### src/rtl/addseq_pkg.sv
// ============================================================================
// Module      : addseq_pkg
// Description : State encoding and index-width helper for multiword_add_seq.
// Revision    : 1.0 - initial release
// ============================================================================
`default_nettype none

package addseq_pkg;

  typedef enum logic [1:0] {
    ST_IDLE = 2'd0,
    ST_RUN  = 2'd1,
    ST_DONE = 2'd2
  } state_t;

  // Slice-index width; a single-slice build still needs a 1-bit index.
  function automatic int idx_width(input int n);
    int w;
    w = 0;
    while ((1 << w) < n) w++;
    return (w < 1) ? 1 : w;
  endfunction

endpackage

`default_nettype wire

### src/rtl/ripple_add_slice.sv
// ============================================================================
// Module      : ripple_add_slice
// Description : Combinational SIZE-bit ripple-carry adder from per-bit gates.
// Revision    : 1.0 - initial release
// ============================================================================
`default_nettype none

module ripple_add_slice #(
  parameter int SIZE = 4
) (
  input  logic [SIZE-1:0] a,
  input  logic [SIZE-1:0] b,
  input  logic            ci,
  output logic [SIZE-1:0] s,
  output logic            co
);

  logic [SIZE:0] c;

  assign c[0] = ci;

  for (genvar i = 0; i < SIZE; i++) begin : g_bit
    logic p;
    assign p      = a[i] ^ b[i];
    assign s[i]   = p ^ c[i];
    assign c[i+1] = (a[i] & b[i]) | (p & c[i]);
  end

  assign co = c[SIZE];

endmodule

`default_nettype wire

### src/rtl/multiword_add_seq.sv
// ============================================================================
// Module      : multiword_add_seq
// Description : Wide adder that reuses one SIZE-bit ripple slice over WORDS
//               cycles, LS slice first. Define ADDSEQ_SUB_EN for subtraction.
// Revision    : 1.0 - initial release
// ============================================================================
`default_nettype none

module multiword_add_seq
  import addseq_pkg::*;
#(
  parameter int SIZE  = 4,
  parameter int WORDS = 4
) (
  input  logic                  clk,
  input  logic                  rst,
  input  logic                  in_valid,
  output logic                  in_ready,
  input  logic [SIZE*WORDS-1:0] op_a,
  input  logic [SIZE*WORDS-1:0] op_b,
  input  logic                  c_in,
`ifdef ADDSEQ_SUB_EN
  input  logic                  sub,
`endif
  output logic                  out_valid,
  input  logic                  out_ready,
  output logic [SIZE*WORDS-1:0] sum,
  output logic                  c_out,
  output logic                  busy
);

  localparam int W  = SIZE * WORDS;
  localparam int IW = idx_width(WORDS);

  state_t          state;
  state_t          state_nxt;
  logic [W-1:0]    a_reg;
  logic [W-1:0]    b_reg;
  logic            carry;
  logic [IW-1:0]   idx;

  logic [SIZE-1:0] slice_a;
  logic [SIZE-1:0] slice_b;
  logic [SIZE-1:0] slice_s;
  logic            slice_co;
  logic            accept;
  logic            last;
  logic [W-1:0]    b_eff;
  logic            carry_init;

`ifdef ADDSEQ_SUB_EN
  // Subtraction as a + ~b + 1; c_out then reads as "no borrow".
  assign b_eff      = sub ? ~op_b : op_b;
  assign carry_init = sub ? 1'b1  : c_in;
`else
  assign b_eff      = op_b;
  assign carry_init = c_in;
`endif

  assign in_ready  = (state == ST_IDLE) && !rst;
  assign accept    = in_valid && in_ready;
  assign out_valid = (state == ST_DONE);
  assign busy      = (state == ST_RUN) || (state == ST_DONE);
  assign last      = (idx == IW'(WORDS - 1));

  assign slice_a = a_reg[int'(idx)*SIZE +: SIZE];
  assign slice_b = b_reg[int'(idx)*SIZE +: SIZE];

  ripple_add_slice #(
    .SIZE (SIZE)
  ) u_slice (
    .a  (slice_a),
    .b  (slice_b),
    .ci (carry),
    .s  (slice_s),
    .co (slice_co)
  );

  always_comb begin
    state_nxt = state;
    case (state)
      ST_IDLE: if (accept)    state_nxt = ST_RUN;
      ST_RUN:  if (last)      state_nxt = ST_DONE;
      ST_DONE: if (out_ready) state_nxt = ST_IDLE;
      default:                state_nxt = ST_IDLE;
    endcase
  end

  always_ff @(posedge clk) begin
    if (rst) begin
      state <= ST_IDLE;
      a_reg <= '0;
      b_reg <= '0;
      carry <= 1'b0;
      idx   <= '0;
      sum   <= '0;
      c_out <= 1'b0;
    end else begin
      state <= state_nxt;
      if (accept) begin
        a_reg <= op_a;
        b_reg <= b_eff;
        carry <= carry_init;
        idx   <= '0;
      end
      if (state == ST_RUN) begin
        sum[int'(idx)*SIZE +: SIZE] <= slice_s;
        carry                       <= slice_co;
        if (last) begin
          c_out <= slice_co;
          idx   <= '0;
        end else begin
          idx   <= idx + 1'b1;
        end
      end
    end
  end

endmodule

`default_nettype wire

### config.mk
export PLATFORM = sky130hd
export DESIGN_NAME = multiword_add_seq
export DESIGN_NICKNAME = d
export VERILOG_FILES = /design/src/rtl/addseq_pkg.sv /design/src/rtl/ripple_add_slice.sv /design/src/rtl/multiword_add_seq.sv
export SDC_FILE = /design/constraint.sdc
export NUM_CORES = 1
export LEC_CHECK = 0
export CAP_MARGIN = 25
export CORE_MARGIN = 4
export CORE_UTILIZATION = 40
export DETAILED_ROUTE_END_ITERATION = 8
export PLACE_DENSITY = 0.66
export SYNTH_ARGS = -nofsm -noshare
export SYNTH_HDL_FRONTEND = slang
export SYNTH_SLANG_ARGS = --single-unit
export TNS_END_PERCENT = 5
### constraint.sdc
create_clock -name clk -period 4.4 [get_ports clk]
set_clock_uncertainty 0.2 [all_clocks]
set_input_delay 0.88 -clock clk [delete_from_list [all_inputs] [get_ports clk]]
set_output_delay 0.88 -clock clk [all_outputs]
set_load 0.03 [all_outputs]
==> impl_metrics.env, run 1 <==
export IMPL_clkLatencyLatePin_ps=300
export IMPL_syn_avg_cell_area_um2=8.946
export IMPL_cts_tree="yes"
export IMPL_finalHoldViolations=0
export IMPL_drt_pass1_iterations=4
export IMPL_rows=28
export IMPL_min_period_over_period_pct=73.12
export IMPL_grt_pass1_vias=2109
export IMPL_leakage_nw=1.321
export IMPL_fin_area_um2=3263
export IMPL_fmax_mhz=310.8
export IMPL_stdcell_count=411
export IMPL_routedWlPerCell_um=13.11
export IMPL_antenna_found_initial=0
export IMPL_dpl_hpwl_mm=3.842
export IMPL_cts_resized=0
export IMPL_viasPerCell=5.078
export IMPL_critPathLaunchType="input port"
export IMPL_max_slew_margin_rel_pct=60.52
export IMPL_p_per_area_nw_per_um2=444.2
export IMPL_hold_buffers=0
export IMPL_num_io_pins=57
export IMPL_period_needed_ps=3217
export IMPL_cap_violations=0
export IMPL_globalRoute_totalOverflow=0
export IMPL_reg2reg_to="sum[3]$_SDFFE_PP0P_"
export IMPL_coreArea_um2=6061
export IMPL_cp_arrival_ps=2140
export IMPL_min_path_type="reg -> reg"
export IMPL_ant_nets=0
export IMPL_htreeDepth=2
export IMPL_cts_made_buffers=5
export IMPL_drt_iter0_drc=98
export IMPL_post_cts_setup_buffers=0
export IMPL_crit_fanout=2
export IMPL_p_sw_share_pct=35.21
export IMPL_rsz0062_at_grt="false"
export IMPL_clock_sinks=54
export IMPL_drive_gt1_share_pct=4.762
export IMPL_wl_mm=5.388
export IMPL_fillers=587
export IMPL_fin_hold_ws_ps=259.3
export IMPL_yosys_warnings=0
export IMPL_end_kind="output port"
export IMPL_worstSetupPathType="in -> out"
export IMPL_vias=2087
export IMPL_postLayoutCoreUtil_pct=53.84
export IMPL_final_cell_mix="82 x nand2_1, 56 x clkdlybuf4s50_1, 54 x dfxtp_1"
export IMPL_power_mw=1.449
export IMPL_ys_async_sr_fraction_pct=0
export IMPL_dieArea_um2=7764
export IMPL_p_switching_mw=0.5103
export IMPL_setup_violations=0
export IMPL_diodes=0
export IMPL_grt_max_degree=59
export IMPL_syn_instance_count=287
export IMPL_numPortBuffers=56
export IMPL_crit_start="rst"
export IMPL_synth_top_area_share_pct=42.11
export IMPL_outcome="finished clean"
export IMPL_gp_congestion=0.7639
export IMPL_worstMarginPinSlew_ps=592.1
export IMPL_placed_cells=403
export IMPL_place_area_um2=3168
export IMPL_synth_edff_count=0
export IMPL_p_seq_share_pct=43.1
export IMPL_reg2reg_from="idx[0]$_SDFFE_PP0P_"
export IMPL_synth_distinct_cells=29
export IMPL_clockBufferDepth=2
export IMPL_ir_drop_v=0.0002458
export IMPL_drc=0
export IMPL_r2r_cells=9
export IMPL_cp_required_ps=3320
export IMPL_yosys_area_top_type="dfxtp_1"
export IMPL_netlist_area_um2=2567
export IMPL_track_usage_pct=14.97
export IMPL_place_worst_setup_slack_ps=1176
export IMPL_comb_power_share_pct=37.5
export IMPL_layout_commonest_cell="nand2_1"
export IMPL_syn_nets=338
export IMPL_seq_area_frac_synth_pct=42.11
export IMPL_path_clk_slew_ps=90
export IMPL_fin_ws_ps=1183
export IMPL_cts_root_buffer="clkbuf_8"
export IMPL_synth_seq_cells=54
export IMPL_start_util_pct=42.36
export IMPL_fin_setup_tns_ps=0
export IMPL_r2r_slack_ps=1290
export IMPL_clock_power_share_pct=19.4
export IMPL_yosys_top_cells_area="dfxtp_1 42%, nand2_1 12%, nand3b_1 10%"
export IMPL_internal_power_mw=0.9391
export IMPL_die_h_um=88.12
export IMPL_fp_dieW_um=88.12
export IMPL_ys_flop_type="dfxtp_1"
export IMPL_area_growth_pct=27.10
export IMPL_endpoint="in_ready"
export IMPL_finalMaxSlewViolations=0
export IMPL_grt_pass1_wl_mm=9.259
export IMPL_layout_nets=386
==> worst max-delay path, cell delays in order <==
cell and delay (ps):
clkdlybuf4s50_1 420, nor2b_1 140, clkdlybuf4s50_1 690
==> layer usage <==
metal  global-route usage [%]  wire length, um  vias to the layer above
li1                         -                -                     1060
met1                    18.28             2408                      970
met2                    26.64             2615                       49
met3                    2.916              293                        8
met4                    4.533               72                        0
met5                        0                0                        -
==> synthesized netlist by cell type (5+ instances only) <==
library cell / number
nor2_1: 5
nand2b_1: 6
dfxtp_1: 54
inv_1: 15
or3_1: 8
clkbuf_1: 13
a21oi_1: 14
nand3b_1: 35
nand2_1: 82
ha_1: 10
==> power groups by stage <==
stage | Clock, mW | Sequential, mW | Combinational (mW)
after global placement | 0 | 0.635 | 0.541
after detailed placement | 0 | 0.637 | 0.546
after CTS | 0.290 | 0.626 | 0.548
final | 0.281 | 0.624 | 0.544
after global routing | 0.311 | 0.637 | 0.607
after floorplan | 0 | 0.628 | 0.385
==> area by class of cell <==
| class | instances | area, um2 | area share, % |
|---|---|---|---|
| timing repair buffer | 60 | 590.6 | 18.10 |
| tap | 75 | 93.84 | 2.876 |
| clock inverter | 2 | 12.51 | 0.3834 |
| sequential | 54 | 1081 | 33.13 |
| clock buffer | 6 | 82.58 | 2.531 |
| inverter | 15 | 56.30 | 1.725 |
| multi-input combinational | 199 | 1346 | 41.26 |
==> kinds of logic after synthesis <==
| group | share of synthesized area, % |
|---|---|
| multiplexers | 8.382 |
| AND/OR/NAND/NOR | 30.80 |
| flip-flops | 42.11 |
| AO/OA/AOI/OAI | 5.263 |
| adder cells (fa/ha/maj) | 7.992 |
| buffers and inverters | 5.458 |
==> worst min path at each step <==
stage | from | endpoint | slack, ps | depth (start not counted)
6_report | sum[9]$_SDFFE_PP0P_ | sum[9]$_SDFFE_PP0P_ | 260 | 2
5_1_grt | sum[1]$_SDFFE_PP0P_ | sum[1]$_SDFFE_PP0P_ | 280 | 2
4_1_cts | sum[0]$_SDFFE_PP0P_ | sum[0]$_SDFFE_PP0P_ | 260 | 2
3_5_place_dp | sum[0]$_SDFFE_PP0P_ | sum[0]$_SDFFE_PP0P_ | 250 | 2
3_3_place_gp | sum[1]$_SDFFE_PP0P_ | sum[1]$_SDFFE_PP0P_ | 240 | 2
2_1_floorplan | b_reg[5]$_SDFFE_PP0P_ | b_reg[5]$_SDFFE_PP0P_ | 240 | 2
Note: power is estimated with default switching activity, not from simulation.
==> run 2: changes to the inputs <==
- clock period: 4.4 -> 3 ns (I/O delays scaled with it)
==> run 2 against run 1 <==
- critical path depth is 6 higher
- critical endpoint is now sum[3]$_SDFFE_PP0P_
- register-to-register slack got worse by 1100 ps
- worst hold slack worse by 1.2 ps
- clock power is 110% higher
- clock-buffer cell count fell by 1
- largest power group unchanged
- total power increased by 61%
- worst setup slack worse by 1000 ps
- design area is 2.7% higher
- global-route usage grew 0.23 points
==> impl_metrics.env, run 2 (synthesis results as in run 1) <==
export IMPL_final_cell_mix="82 x nand2_1, 55 x clkdlybuf4s50_1, 53 x dfxtp_1"
export IMPL_routedWlPerCell_um=13.59
export IMPL_ant_nets=0
export IMPL_coreArea_um2=6061
export IMPL_rsz0062_at_grt="false"
export IMPL_p_per_area_nw_per_um2=696.8
export IMPL_viasPerCell=4.998
export IMPL_start_util_pct=42.36
export IMPL_reg2reg_from="idx[0]$_SDFFE_PP0P_"
export IMPL_num_io_pins=57
export IMPL_cap_violations=0
export IMPL_drive_gt1_share_pct=7.918
export IMPL_fmax_mhz=352.3
export IMPL_cts_root_buffer="clkbuf_8"
export IMPL_die_h_um=88.12
export IMPL_cp_top_family="adder cells"
export IMPL_crit_fanout=4
export IMPL_layout_nets=391
export IMPL_drt_pass1_iterations=5
export IMPL_cp_num_cells=9
export IMPL_fin_setup_tns_ps=0
export IMPL_cp_arrival_ps=2890
export IMPL_period_needed_ps=2839
export IMPL_power_mw=2.336
export IMPL_grt_pass1_wl_mm=9.404
export IMPL_critPathBufInv=2
export IMPL_cp_required_ps=3050
export IMPL_endpoint="sum[3]$_SDFFE_PP0P_"
export IMPL_hold_buffers=0
export IMPL_grt_max_degree=39
export IMPL_path_clk_slew_ps=100
export IMPL_track_usage_pct=15.20
export IMPL_drc=0
export IMPL_clockBufferDepth=2
export IMPL_clock_sinks=54
export IMPL_r2r_slack_ps=160
export IMPL_rows=28
export IMPL_fp_dieW_um=88.12
export IMPL_worstMarginPinSlew_ps=602.1
export IMPL_finalMaxSlewViolations=0
export IMPL_dpl_hpwl_mm=4.140
export IMPL_slowest_delay_ps=590
export IMPL_cpMaxStageDelayCell="fa_2"
export IMPL_worstSetupPathType="reg -> reg"
export IMPL_gp_congestion=0.8024
export IMPL_crit_start="idx[0]$_SDFFE_PP0P_"
export IMPL_max_slew_margin_rel_pct=59.86
export IMPL_finalHoldViolations=0
export IMPL_clkLatencyLatePin_ps=310
export IMPL_drt_iter0_drc=73
export IMPL_vias=2079
export IMPL_grt_pass1_vias=2014
export IMPL_fillers=591
export IMPL_multiInputGateArea_um2=1354
export IMPL_cts_made_buffers=5
export IMPL_r2r_cells=9
export IMPL_place_worst_setup_slack_ps=120.1
export IMPL_crit_top_cell="fa_2"
export IMPL_critPathLaunchType="flip-flop"
export IMPL_leakage_nw=1.366
export IMPL_setup_violations=0
export IMPL_dieArea_um2=7764
export IMPL_wl_mm=5.653
export IMPL_diodes=0
export IMPL_outcome="finished clean"
export IMPL_antenna_found_initial=0
export IMPL_seq_area_um2=1085
export IMPL_min_path_type="reg -> reg"
export IMPL_end_kind="flip-flop"
export IMPL_layout_commonest_cell="nand2_1"
export IMPL_fin_ws_ps=161.4
export IMPL_globalRoute_totalOverflow=0
export IMPL_area_growth_pct=30.56
export IMPL_min_period_over_period_pct=94.62
export IMPL_ir_drop_v=0.0003468
export IMPL_crit_path_cell_trace="mux4_2 > fa_2 > inv_2 > fa_2 > fa_1 > inv_1 > fa_2 > nand4_1 > a21oi_1"
export IMPL_htreeDepth=2
export IMPL_numPortBuffers=56
export IMPL_cts_tree="yes"
export IMPL_reg2reg_to="sum[3]$_SDFFE_PP0P_"
-- run 2: cell count changes in the layout (fill, tap and decap cells not counted), sizes merged --
cell | previous run | this run
clkbuf | 6 | 5
clkdlybuf4s50 | 56 | 55
clkinvlp | 1 | 0
buf | 4 | 10
bufinv | 0 | 2
-- run 2: repair_timing --
| action | in CTS | in global routing |
|---|---|---|
| endpoints found under the setup margin | 0 | 5 |
| setup buffers | 0 | 0 |
| gates resized for setup | 0 | 5 |
-- run 2: through the flow --
| stage | cell area [um2] | util, % | std cells | hold WS, ps |
|---|---|---|---|---|
| after floorplan | 2575 | - | 287 | 244.6 |
| after global placement | 3204 | 52.87 | 408 | 239.9 |
| after detailed placement | 3204 | 52.87 | 408 | 248.8 |
| after CTS | 3342 | 55.14 | 416 | 263.5 |
| after global routing | 3352 | 55.31 | 416 | 282.2 |
| final | 3352 | 55.31 | 416 | 258.1 |
-- run 2: worst min path at each step --
stage,startpoint,endpoint,slack (ps),depth (start not counted)
final,sum[2]$_SDFFE_PP0P_,sum[2]$_SDFFE_PP0P_,260,2
after global routing,sum[1]$_SDFFE_PP0P_,sum[1]$_SDFFE_PP0P_,280,2
after CTS,sum[2]$_SDFFE_PP0P_,sum[2]$_SDFFE_PP0P_,260,2
after detailed placement,sum[2]$_SDFFE_PP0P_,sum[2]$_SDFFE_PP0P_,250,2
after global placement,sum[9]$_SDFFE_PP0P_,sum[9]$_SDFFE_PP0P_,240,2
after floorplan,b_reg[5]$_SDFFE_PP0P_,b_reg[5]$_SDFFE_PP0P_,240,2
-- run 2: layout make-up --
type                            count  area share (%)
Clock buffer                        5           2.053
Multi-Input combinational cell    199           40.39
Timing Repair Buffer               65           18.66
Sequential cell                    54           32.36
Inverter                           15           1.680
Clock inverter                      3           2.053
Tap cell                           75           2.800
-- run 2: per-layer routing --
layer / wire, um / GRT usage [%]
met5: 0 / 0
met4: 50 / 4.258
met3: 290 / 2.822
met2: 2685 / 25.55
met1: 2627 / 20.08
-- run 2: worst register-to-register path: cells and delay by family (launching register included) --
family / cells / cell delay (ps)
adders and majority gates: 4 / 1320
muxes: 1 / 510
DFF: 1 / 380
AOI/OAI and AO/OA: 1 / 150
buffers and inverters: 2 / 110
and+or+nand+nor: 1 / 100
-- run 2: power by group --
group | total [mW] | internal (mW) | switching, mW
logic | 0.842 | 0.380 | 0.462
registers | 0.911 | 0.838 | 0.0739
clock network | 0.582 | 0.334 | 0.248
==> run 3: changes to the inputs <==
- CORE_MARGIN: 4 -> unset
- CORE_UTILIZATION: 40 -> 50
- PLACE_DENSITY: 0.66 -> 0.79
==> run 3 against run 2 <==
- die area down 30%
- sequential cell count unchanged
- largest power group unchanged
- sequential power hardly changed
- combinational power shrank 3.2%
==> impl_metrics.env, run 3 (synthesis results as in run 1) <==
export IMPL_outcome="finished clean"
export IMPL_crit_top_cell="fa_1"
export IMPL_start_util_pct=53.30
export IMPL_clkLatencyLatePin_ps=300
export IMPL_rsz0062_at_grt="false"
export IMPL_cp_arrival_ps=2890
export IMPL_drt_pass1_iterations=4
export IMPL_ir_drop_v=0.0003111
export IMPL_area_growth_pct=28.17
export IMPL_finalHoldViolations=0
export IMPL_met1_usage_pct=29.69
export IMPL_met3_usage_pct=4.390
export IMPL_fin_setup_tns_ps=0
export IMPL_cpMaxStageDelayCell="fa_2"
export IMPL_gp_congestion=0.7994
export IMPL_layout_nets=391
export IMPL_end_kind="flip-flop"
export IMPL_p_seq_share_pct=42.7
export IMPL_fin_hold_ws_ps=254.0
export IMPL_worstSetupPathType="reg -> reg"
export IMPL_globalRoute_totalOverflow=0
export IMPL_p_switching_mw=0.7446
export IMPL_slowest_delay_ps=560
export IMPL_max_slew_margin_rel_pct=58.93
export IMPL_grt_pass1_vias=2083
export IMPL_gr_usage_met2_pct=38.43
export IMPL_cts_made_buffers=5
export IMPL_vias=2122
export IMPL_viasPerCell=5.201
export IMPL_period_needed_ps=2846
export IMPL_path_clk_slew_ps=90
export IMPL_track_usage_pct=23.06
export IMPL_leakage_nw=1.348
export IMPL_post_cts_setup_buffers=0
export IMPL_die_h_um=73.66
export IMPL_critPathLaunchType="flip-flop"
export IMPL_fp_dieW_um=73.66
export IMPL_numPortBuffers=56
export IMPL_top_usage_layer="met2"
export IMPL_finalMaxSlewViolations=0
export IMPL_internal_power_mw=1.394
export IMPL_cts_tree="yes"
export IMPL_drc=0
export IMPL_clock_power_share_pct=19.2
export IMPL_comb_power_share_pct=38.1
export IMPL_drt_iter0_drc=147
export IMPL_grt_pass1_wl_mm=9.549
export IMPL_htreeDepth=2
export IMPL_rows=25
export IMPL_ant_nets=0
export IMPL_crit_fanout=4
export IMPL_drive_gt1_share_pct=6.745
export IMPL_num_io_pins=57
export IMPL_p_sw_share_pct=34.81
export IMPL_wl_mm=5.347
export IMPL_cp_required_ps=3050
export IMPL_final_cell_mix="82 x nand2_1, 55 x clkdlybuf4s50_1, 53 x dfxtp_1"
export IMPL_layout_commonest_cell="nand2_1"
export IMPL_dieArea_um2=5426
export IMPL_fmax_mhz=351.3
export IMPL_min_path_type="reg -> reg"
export IMPL_min_period_over_period_pct=94.88
export IMPL_routedWlPerCell_um=13.11
export IMPL_antenna_found_initial=0
export IMPL_p_per_area_nw_per_um2=650.0
export IMPL_setup_violations=0
export IMPL_cap_violations=0
export IMPL_clockBufferDepth=2
export IMPL_crit_path_cell_trace="mux4_2 > fa_1 > inv_1 > fa_1 > fa_1 > inv_1 > fa_2 > nand4_1 > a21oi_1"
export IMPL_fillers=428
export IMPL_worstMarginPinSlew_ps=616.1
export IMPL_cts_root_buffer="clkbuf_8"
export IMPL_diodes=0
export IMPL_grt_max_degree=36
export IMPL_dpl_hpwl_mm=3.964
export IMPL_coreArea_um2=4817
export IMPL_clock_sinks=54
==> run 3: timing repair <==
item                       4_1_cts  5_1_grt
hold buffers                     0        0
resized for setup                0        2
setup endpoints to repair        0        2
==> run 3: worst max-delay path: cells and delay by family, from the launching register on <==
| kind | cells | cell delay (ps) |
|---|---|---|
| AO/OA/AOI/OAI | 1 | 150 |
| adder cells (fa/ha/maj) | 4 | 1310 |
| buffers and inverters | 2 | 130 |
| flip-flops | 1 | 380 |
| multiplexers | 1 | 510 |
| AND/OR/NAND/NOR | 1 | 100 |
==> run 3: layout make-up <==
cell class / instances / area (um2) / area share, %
Multi-Input combinational cell: 199 / 1349 / 40.99
Sequential cell: 54 / 1085 / 32.97
Timing Repair Buffer: 65 / 625.6 / 19.01
Clock buffer: 7 / 86.33 / 2.624
Tap cell: 67 / 83.83 / 2.548
Inverter: 15 / 56.30 / 1.711
Clock inverter: 1 / 5.005 / 0.1521
==> run 3: power groups by stage <==
| stage | Clock (mW) | Sequential (mW) | Combinational (mW) |
|---|---|---|---|
| after floorplan | 0 | 0.923 | 0.572 |
| after detailed placement | 0 | 0.927 | 0.814 |
| final | 0.410 | 0.914 | 0.815 |
| after global routing | 0.453 | 0.928 | 0.915 |
| after CTS | 0.422 | 0.912 | 0.816 |
| after global placement | 0 | 0.922 | 0.799 |
==> run 3: stage by stage <==
stage                     utilization (%)  std cells  worst slack, ps  area [um2]  power [mW]
final                               68.31        408            153.5        3291       2.139
after global routing                68.31        408            1.801        3291       2.296
after global placement              66.31        400            190.0        3194       1.720
after CTS                           68.21        408            131.5        3286       2.150
after floorplan                         -        287            42.57        2575       1.494
after detailed placement            66.31        400            126.6        3194       1.741
==> run 3: worst paths after layout <==
kind	start	to	slack (ps)	cells after the start
setup / recovery	idx[0]$_SDFFE_PP0P_	sum[3]$_SDFFE_PP0P_	150	9
hold / removal	sum[9]$_SDFFE_PP0P_	sum[9]$_SDFFE_PP0P_	250	2
setup reg to reg	idx[0]$_SDFFE_PP0P_	sum[3]$_SDFFE_PP0P_	150	9
hold reg to reg	sum[9]$_SDFFE_PP0P_	sum[9]$_SDFFE_PP0P_	250	2
==> run 3: metal layers <==
metal  wire length (um)  vias to the layer above
met4                133                        0
met3                184                       13
met5                  0                        -
li1                   -                     1066
met2               2533                       49
met1               2496                      994
